## config.mk

```make
export PLATFORM = sky130hd
export DESIGN_NAME = stim_sequencer
export DESIGN_NICKNAME = d
export VERILOG_FILES = /design/src/rtl/stim_pkg.sv /design/src/rtl/stim_ram.sv /design/src/rtl/stim_sequencer.sv
export SDC_FILE = /design/constraint.sdc
export NUM_CORES = 1
export LEC_CHECK = 0
export BUFFER_PORTS_ARGS = -buffer_cell sky130_fd_sc_hd__buf_2
export CAP_MARGIN = 0
export CORE_AREA = 2 2 160 162
export DETAILED_ROUTE_END_ITERATION = 10
export DIE_AREA = 0 0 162 164
export SYNTH_ARGS = -nofsm -noshare
export SYNTH_HDL_FRONTEND = slang
export SYNTH_SLANG_ARGS = --single-unit
```

## constraint.sdc

```tcl
create_clock -name clock -period 3.4 [get_ports clock]
set_clock_uncertainty 0.15 [all_clocks]
set_input_delay 0.34 -clock clock [delete_from_list [all_inputs] [get_ports clock]]
set_output_delay 0.34 -clock clock [all_outputs]
set_load 0.005 [all_outputs]
```

## src/rtl/stim_pkg.sv

```systemverilog
// stim_pkg: shared types for the stimulus sequencer.
// Playback state encoding and mode constants.
`timescale 1ns/1ps
package stim_pkg;

  typedef enum logic [1:0] {
    IDLE = 2'd0,
    RUN  = 2'd1,
    DONE = 2'd2
  } state_t;

  localparam logic ONESHOT = 1'b0;
  localparam logic LOOP    = 1'b1;

endpackage

```

## src/rtl/stim_ram.sv

```systemverilog
// stim_ram: stimulus table, one write port,
// asynchronous read, contents survive reset.
`timescale 1ns/1ps
module stim_ram
  import stim_pkg::*;
#(
  parameter int WIDTH = 3,
  parameter int DEPTH = 11,
  parameter int AW    = 4
) (
  input  logic             clock,
  input  logic             we,
  input  logic [AW-1:0]    waddr,
  input  logic [WIDTH-1:0] wdata,
  input  logic [AW-1:0]    raddr,
  output logic [WIDTH-1:0] rdata
);

  logic [WIDTH-1:0] mem [DEPTH];

  // table write, gated upstream to IDLE and legal addresses
  always_ff @(posedge clock) begin
    if (we) mem[waddr] <= wdata;
  end

  assign rdata = mem[raddr];

endmodule

```

## src/rtl/stim_sequencer.sv

```systemverilog
// stim_sequencer: plays a programmed vector table into a DUT,
// one vector per clock, with loop, pause and abort control.
`timescale 1ns/1ps
module stim_sequencer
  import stim_pkg::*;
#(
  parameter  int WIDTH = 3,
  parameter  int DEPTH = 11,
  parameter  int CW    = 32,
  localparam int AW    = $clog2(DEPTH)
) (
  input  logic             clock,
  input  logic             reset,
  input  logic             ld_we,
  input  logic [AW-1:0]    ld_addr,
  input  logic [WIDTH-1:0] ld_data,
  input  logic [AW:0]      cfg_len,
  input  logic             cfg_loop,
  input  logic [CW-1:0]    cfg_loops,
  input  logic             start,
  input  logic             pause,
  input  logic             abort,
  output logic [WIDTH-1:0] stim,
  output logic             stim_valid,
  output logic [AW-1:0]    pc,
  output logic [CW-1:0]    step,
  output logic             done
);

  localparam logic [AW:0] DEPTH_W = (AW+1)'(DEPTH);

  state_t           state;
  logic [AW-1:0]    rd_ptr;
  logic [AW-1:0]    len_m1;
  logic             loop_mode;
  logic [CW-1:0]    loops;
  logic [CW-1:0]    passes;
  logic [WIDTH-1:0] rd_data;
  logic [AW:0]      eff_len;
  logic             wr_en;
  logic             last;
  logic             fin;

  // 0 or oversized length plays the whole table
  assign eff_len = (cfg_len == '0 || cfg_len > DEPTH_W)
                 ? DEPTH_W : cfg_len;

  assign wr_en = ld_we && (state == IDLE)
              && ({1'b0, ld_addr} < DEPTH_W);

  assign last = (rd_ptr == len_m1);

  // loops == 0 in loop mode never finishes
  assign fin = (loop_mode == ONESHOT)
            || (loops != '0 && passes == loops);

  stim_ram #(
    .WIDTH (WIDTH),
    .DEPTH (DEPTH),
    .AW    (AW)
  ) u_ram (
    .clock (clock),
    .we    (wr_en),
    .waddr (ld_addr),
    .wdata (ld_data),
    .raddr (rd_ptr),
    .rdata (rd_data)
  );

  // playback FSM with registered outputs and counters
  always_ff @(posedge clock or negedge reset) begin
    if (!reset) begin
      state      <= IDLE;
      rd_ptr     <= '0;
      len_m1     <= '0;
      loop_mode  <= ONESHOT;
      loops      <= '0;
      passes     <= '0;
      stim       <= '0;
      stim_valid <= 1'b0;
      pc         <= '0;
      step       <= '0;
      done       <= 1'b0;
    end else if (abort) begin
      state      <= IDLE;
      stim_valid <= 1'b0;
      done       <= 1'b0;
    end else if (start && state != RUN) begin
      state      <= RUN;
      rd_ptr     <= '0;
      len_m1     <= AW'(eff_len - (AW+1)'(1));
      loop_mode  <= cfg_loop;
      loops      <= cfg_loops;
      passes     <= '0;
      step       <= '0;
      stim_valid <= 1'b0;
      done       <= 1'b0;
    end else begin
      unique case (state)
        IDLE: stim_valid <= 1'b0;
        RUN: begin
          if (pause) begin
            stim_valid <= 1'b0;
          end else begin
            stim       <= rd_data;
            pc         <= rd_ptr;
            stim_valid <= 1'b1;
            if (step != '1) step <= step + CW'(1);
            if (!last) begin
              rd_ptr <= rd_ptr + AW'(1);
            end else if (fin) begin
              state <= DONE;
            end else begin
              rd_ptr <= '0;
              if (passes != '1) passes <= passes + CW'(1);
            end
          end
        end
        DONE: begin
          stim_valid <= 1'b0;
          done       <= 1'b1;
        end
        default: state <= IDLE;
      endcase
    end
  end

endmodule

```

* Word-level counts from Yosys, hierarchy flattened *
Memory sizes are Yosys's and may differ from the RTL's. A register that Yosys moved wholly into a read port is not among the register bits.
Cells that the tools add are included.

storage, ports and cells
  register bits = 113
  memory bits (writable) = 33
  output and inout port bits = 41
  logic and storage cells = 89
  memories kept = 1

memory list
  name       depth  width  read ports  clocked after memory_dff  wr ports  line            text
  u_ram.mem  11     3      1           1                         1         stim_ram.sv:19  logic [WIDTH-1:0] mem [DEPTH];

cells by class
  add/sub/neg operators = 4
  $lt $le $gt $ge = 2
  eq/ne operators = 14
  mux-type cells = 31
  bitwise operators = 4
  reduce and logical (&&, ||, !) cells = 23

operators by type and width
  cell                     number
  $mux W32                 10
  $add A32 B1 Y32 const B  2
  $ne A32 B32 Y1 const B   2
  $eq A32 B32 Y1           1
  $reduce_bool A32 Y1      1
  $mux W4                  6
  $reduce_and A4 Y1        4
  $ne A4 B4 Y1 const B     3
  $mux W2                  5
  $mux W1                  8
  $reduce_bool A2 Y1       4
  $ne A2 B1 Y1 const B     3
  $reduce_and A6 Y1        1
  $gt A5 B4 Y1 const B     1
  $logic_not A5 Y1         1
  $add A4 B1 Y4 const B    1
  $eq A4 B4 Y1             1
  $logic_and A1 B1 Y1      4
  $lt A4 B4 Y1 const B     1
  $not A1 Y1               4
  $pmux W2 S2              1
  $reduce_bool A4 Y1       1
  $sub A4 B1 Y4 const B    1
  $ne A3 B1 Y1 const B     1
  10 further kinds         11

* Depth between registers and ports, before layout *
  depth after elaboration = 9
  mapped depth = 9

* Hierarchy *
A second synthesis with hierarchy kept.

second synthesis, totals
  cells, all modules = 836
  area, all modules = 8077.7 um2

by module, submodules not included
  module          instances  cells each  area each (um2)
  stim_sequencer  1          756         6692.7
  stim_ram        1          80          1385.1

* Worst setup path before layout *
No wires, ideal clock.

  kind = reg2reg
  from = register step[0]
  to = register step[18]
  setup time = 132 ps
  arrival time = 2081 ps
  required time = 3118 ps
  setup slack = 1037 ps
  cell stages (with the launch flop) = 10
  period minus slack after synthesis = 2363 ps
  path through = dfrtp_1 -> ha_1 -> nand2_1 -> or4_4 -> o31a_1 -> buf_2 -> buf_2 -> o21ai_1 -> xor2_1 -> nor2_1

on the way
  longest elaborated chain between the ends = 5
  elaborated cells between the ends (all ways) = 8

RTL lines
  item                      line                   text
  start: declaration        stim_sequencer.sv:26   output logic [CW-1:0] step,
  start signal: assignment  stim_sequencer.sv:108  if (step != '1) step <= step + CW'(1);
  $add A32 B1 Y32           stim_sequencer.sv:108
  $mux W32                  stim_sequencer.sv:108
  $mux W32                  stim_sequencer.sv:102  if (pause) begin
  $mux W32                  stim_sequencer.sv:99   unique case (state)
  $mux W32                  stim_sequencer.sv:88   end else if (start && state != RUN) begin

Parallel ways exist; a longest one is shown, timed or not. The select of a mux whose other input is x is not followed.
A chain may end at the register's enable or synchronous reset.

* Worst setup path in the final report *
  from = register passes[18]
  to = register passes[18]

on the way
  longest elaborated chain between the ends = 7
  elaborated cells between the ends (all ways) = 14

RTL lines
  item                      line                   text
  start: declaration        stim_sequencer.sv:37   logic [CW-1:0] passes;
  start signal: assignment  stim_sequencer.sv:115  if (passes != '1) passes <= passes + CW'(1);
  $add A32 B1 Y32           stim_sequencer.sv:115
  $mux W32                  stim_sequencer.sv:115
  $mux W32                  stim_sequencer.sv:111  end else if (fin) begin
  $mux W32                  stim_sequencer.sv:109  if (!last) begin
  $mux W32                  stim_sequencer.sv:102
  $mux W32                  stim_sequencer.sv:99
  $mux W32                  stim_sequencer.sv:88

Parallel ways exist; a longest one is shown, timed or not. The select of a mux whose other input is x is not followed.

==> run summary <==
Final Critical Period - 2.77 ns
Die Span Y - 164 um
Sw Share - 27.4%
CTS tree - yes
GRT Overall Usage - 15.9%
Number of rows in the core area - 58
Final WL - 20.9 mm
Non-filler cells, final - 1300
Worst EP arrival - 2.93 ns
Largest net degree at the start of global routing - 117
# diodes - 0
Cell variety after synth - 65
Critical-path maximum fanout - 13
Combinational Power Share - 13.1%
Post-cts resize count - 0
Mapped Cells - 840
Static Leak - 4.19 nW
Placement Setup Slack - 0.656 ns
Clock transition at the registers of the reported paths - 0.07 ns
Sw Pwr - 1.27 mW
Slew @ Worst Pin - 0.760 ns
Worst setup EP type - register
Final Hold Vio Count - 0
Antenna Nets Post-Route - 0
Post-Place Cells - 1234
Hold WS - 0.0270 ns
FF-to-FF path depth - 7
H-Tree Level Count - 4
Gr ovfl total - 0
DR vias/cell - 5.16
Mean Syn Cell Area - 9.37 um^2
Predominant post-synthesis flop cell - dfrtp_1
Hold Crit Depth - 2
Core area - 24800 um^2
# DRC - 0
Max_cap viols - 0
Post-synth EDFFs - 33
Initial DRT Pass Iterations - 5
Yosys warns - 0
Worst hold path class - input port to register
Die area - 26600 um^2
Clock Path Buffers - 2
Number of global-route vias before repair - 6448
Worst setup SP type - register
Setup TNS - 0 ns
Setup violations, final - 0
Flop pwr share - 45.1%
Filler cells - 2465
CTS root buffer - clkbuf_16
Final Util - 38.9%
Die width - 162 um
Syn_nets - 895
Initial core utilization - 31.7%
Total power - 4.65 mW
Initial antenna violation count - 1
Yosys reg bits - 149
Async SR Flop Fraction - 77.9%
Final GP Congestion - 0.811
Critical path type - register to register
Synthesized cell area - 7870 um^2
Synth top area share - 36.9%
Slew Viols, Final - 0
Skew-Pair Late Insertion Delay - 0.42 ns
FMAX - 0.361 GHz
RSZ-0062 raised after global routing - false
Share of layout cells above drive strength 1 - 16.5%
Post-DP HPWL - 14.2 mm
Io pins - 92
Routed len/inst - 16.1 um
First-pass GRT wire length - 33.7 mm
Syn-to-layout area delta - 22.8%
Nets - 1012
CTS sink cnt - 149
Top post-synthesis cells by area - dfrtp_1 (37%), edfxtp_1 (13%), nand2_1 (8.6%)
Critical Path RT - 3.56 ns
Iter 0 DRT Violations - 444
Number of setup buffers added after CTS - 0
Max-slew headroom - 49.3%
Sequential area share after synthesis - 49.5%
Cell Area, Placed - 8720 um^2
Count leader, synth - nand2_1
Top cells by count, synth - nand2_1 (181), dfrtp_1 (116), nor2_1 (69)
CTS Buf Count - 17
Yosys top cell by area - dfrtp_1
Worst VDD drop - 0.346 mV
Hold buffer count at CTS - 34
Clock power share - 41.8%
Worst setup margin - 0.632 ns
Status - complete, no violations
Pint - 3.38 mW
Final Instance Area - 9660 um^2
Fin crit share - 81.4%
PD cells - 481 nW/um^2
Port-buffer cells - 91
Routed vias - 6709
-- cells in the final DEF (no fill, tap or decap), types with 4 or more instances in the layout --
cell	n
a31oi_1	13
or4_1	4
nand4_1	29
nor4_1	27
edfxtp_1	33
a21oi_1	21
clkinvlp_4	5
dlygate4sd3_1	34
and4_1	6
nor2_1	69
xor2_1	51
a41o_1	4
mux2i_1	7
buf_2	90
a211oi_1	5
nor3_1	25
o31ai_1	6
o211ai_1	8
o21ai_0	26
nand2_1	181
and2_1	8
nand2b_1	5
inv_1	15
ha_1	4
mux4_2	6
nand3_1	32
clkbuf_16	17
and3_1	9
or3_1	7
xnor2_1	12
o2111ai_1	6
dfrtp_1	116
buf_4	20
-- sequential cells by signal, summed over array words and instances (netlist names) --
register,count
done,1
len_m1,4
loop_mode,1
loops,32
passes,32
pc,4
rd_ptr,4
state,2
step,32
stim,3
stim_valid,1
u_ram.mem,33
-- worst max-delay path, cell delays in order (launching register included) --
cell	delay (ns)
dfrtp_1	0.47
xor2_1	0.19
nor4_1	0.36
nand4_1	0.21
or3_1	0.61
buf_4	0.27
a32o_1	0.22
a31o_1	0.18
-- per-layer routing --
metal | GRT usage [%] | vias up | part of all wire (%)
met5 | 0 | - | 0.053
met4 | 4.79 | 2 | 1.3
met2 | 25.8 | 143 | 47
met1 | 21.9 | 3285 | 47
li1 | - | 3259 | -
met3 | 2.75 | 20 | 3.8
-- cells by family (layout without fill, tap and decap cells) --
group,after synthesis,in the layout,synth area share [%]
and+or+nand+nor,420,420,25.4
DFF,149,149,49.5
muxes,13,13,2.61
adders and majority gates,4,4,0.636
buffers and inverters,64,194,3.67
xor gates and xnor gates,63,63,7.01
AOI/OAI and AO/OA,127,127,11.2
-- final cells by class --
| cell class | instances | area, um^2 | share of cell area, % |
|---|---|---|---|
| multi-input combinational | 627 | 3690 | 38.2 |
| inverter | 15 | 56.3 | 0.583 |
| timing repair buffer | 147 | 1000 | 10.4 |
| clock inverter | 14 | 176 | 1.83 |
| sequential | 149 | 3890 | 40.3 |
| tap | 330 | 413 | 4.27 |
| clock buffer | 18 | 429 | 4.44 |
-- power groups by stage --
stage	clock network, mW	logic (mW)	registers (mW)
finish	1.94	0.607	2.10
global route	2.05	0.680	2.12
CTS	1.98	0.611	2.10
detailed placement	0	0.579	2.13
global placement	0	0.571	2.13
floorplan	0	0.368	2.08
-- worst paths after layout --
check / startpoint / slack (ns) / end
min in group asynchronous: reset / 0.39 / loops[17]$_DFFE_PN0P_
hold / removal: start / 0.03 / state[1]$_DFFE_PN0P_
hold reg to reg: pc[0]$_DFFE_PN0P_ / 0.32 / pc[0]$_DFFE_PN0P_
setup / recovery: passes[18]$_DFFE_PN0P_ / 0.63 / passes[18]$_DFFE_PN0P_
setup reg to reg: passes[18]$_DFFE_PN0P_ / 0.63 / passes[18]$_DFFE_PN0P_
max in group asynchronous: reset / 2.18 / step[26]$_DFFE_PN0P_
No activity file was read; power rests on OpenSTA's default activity.
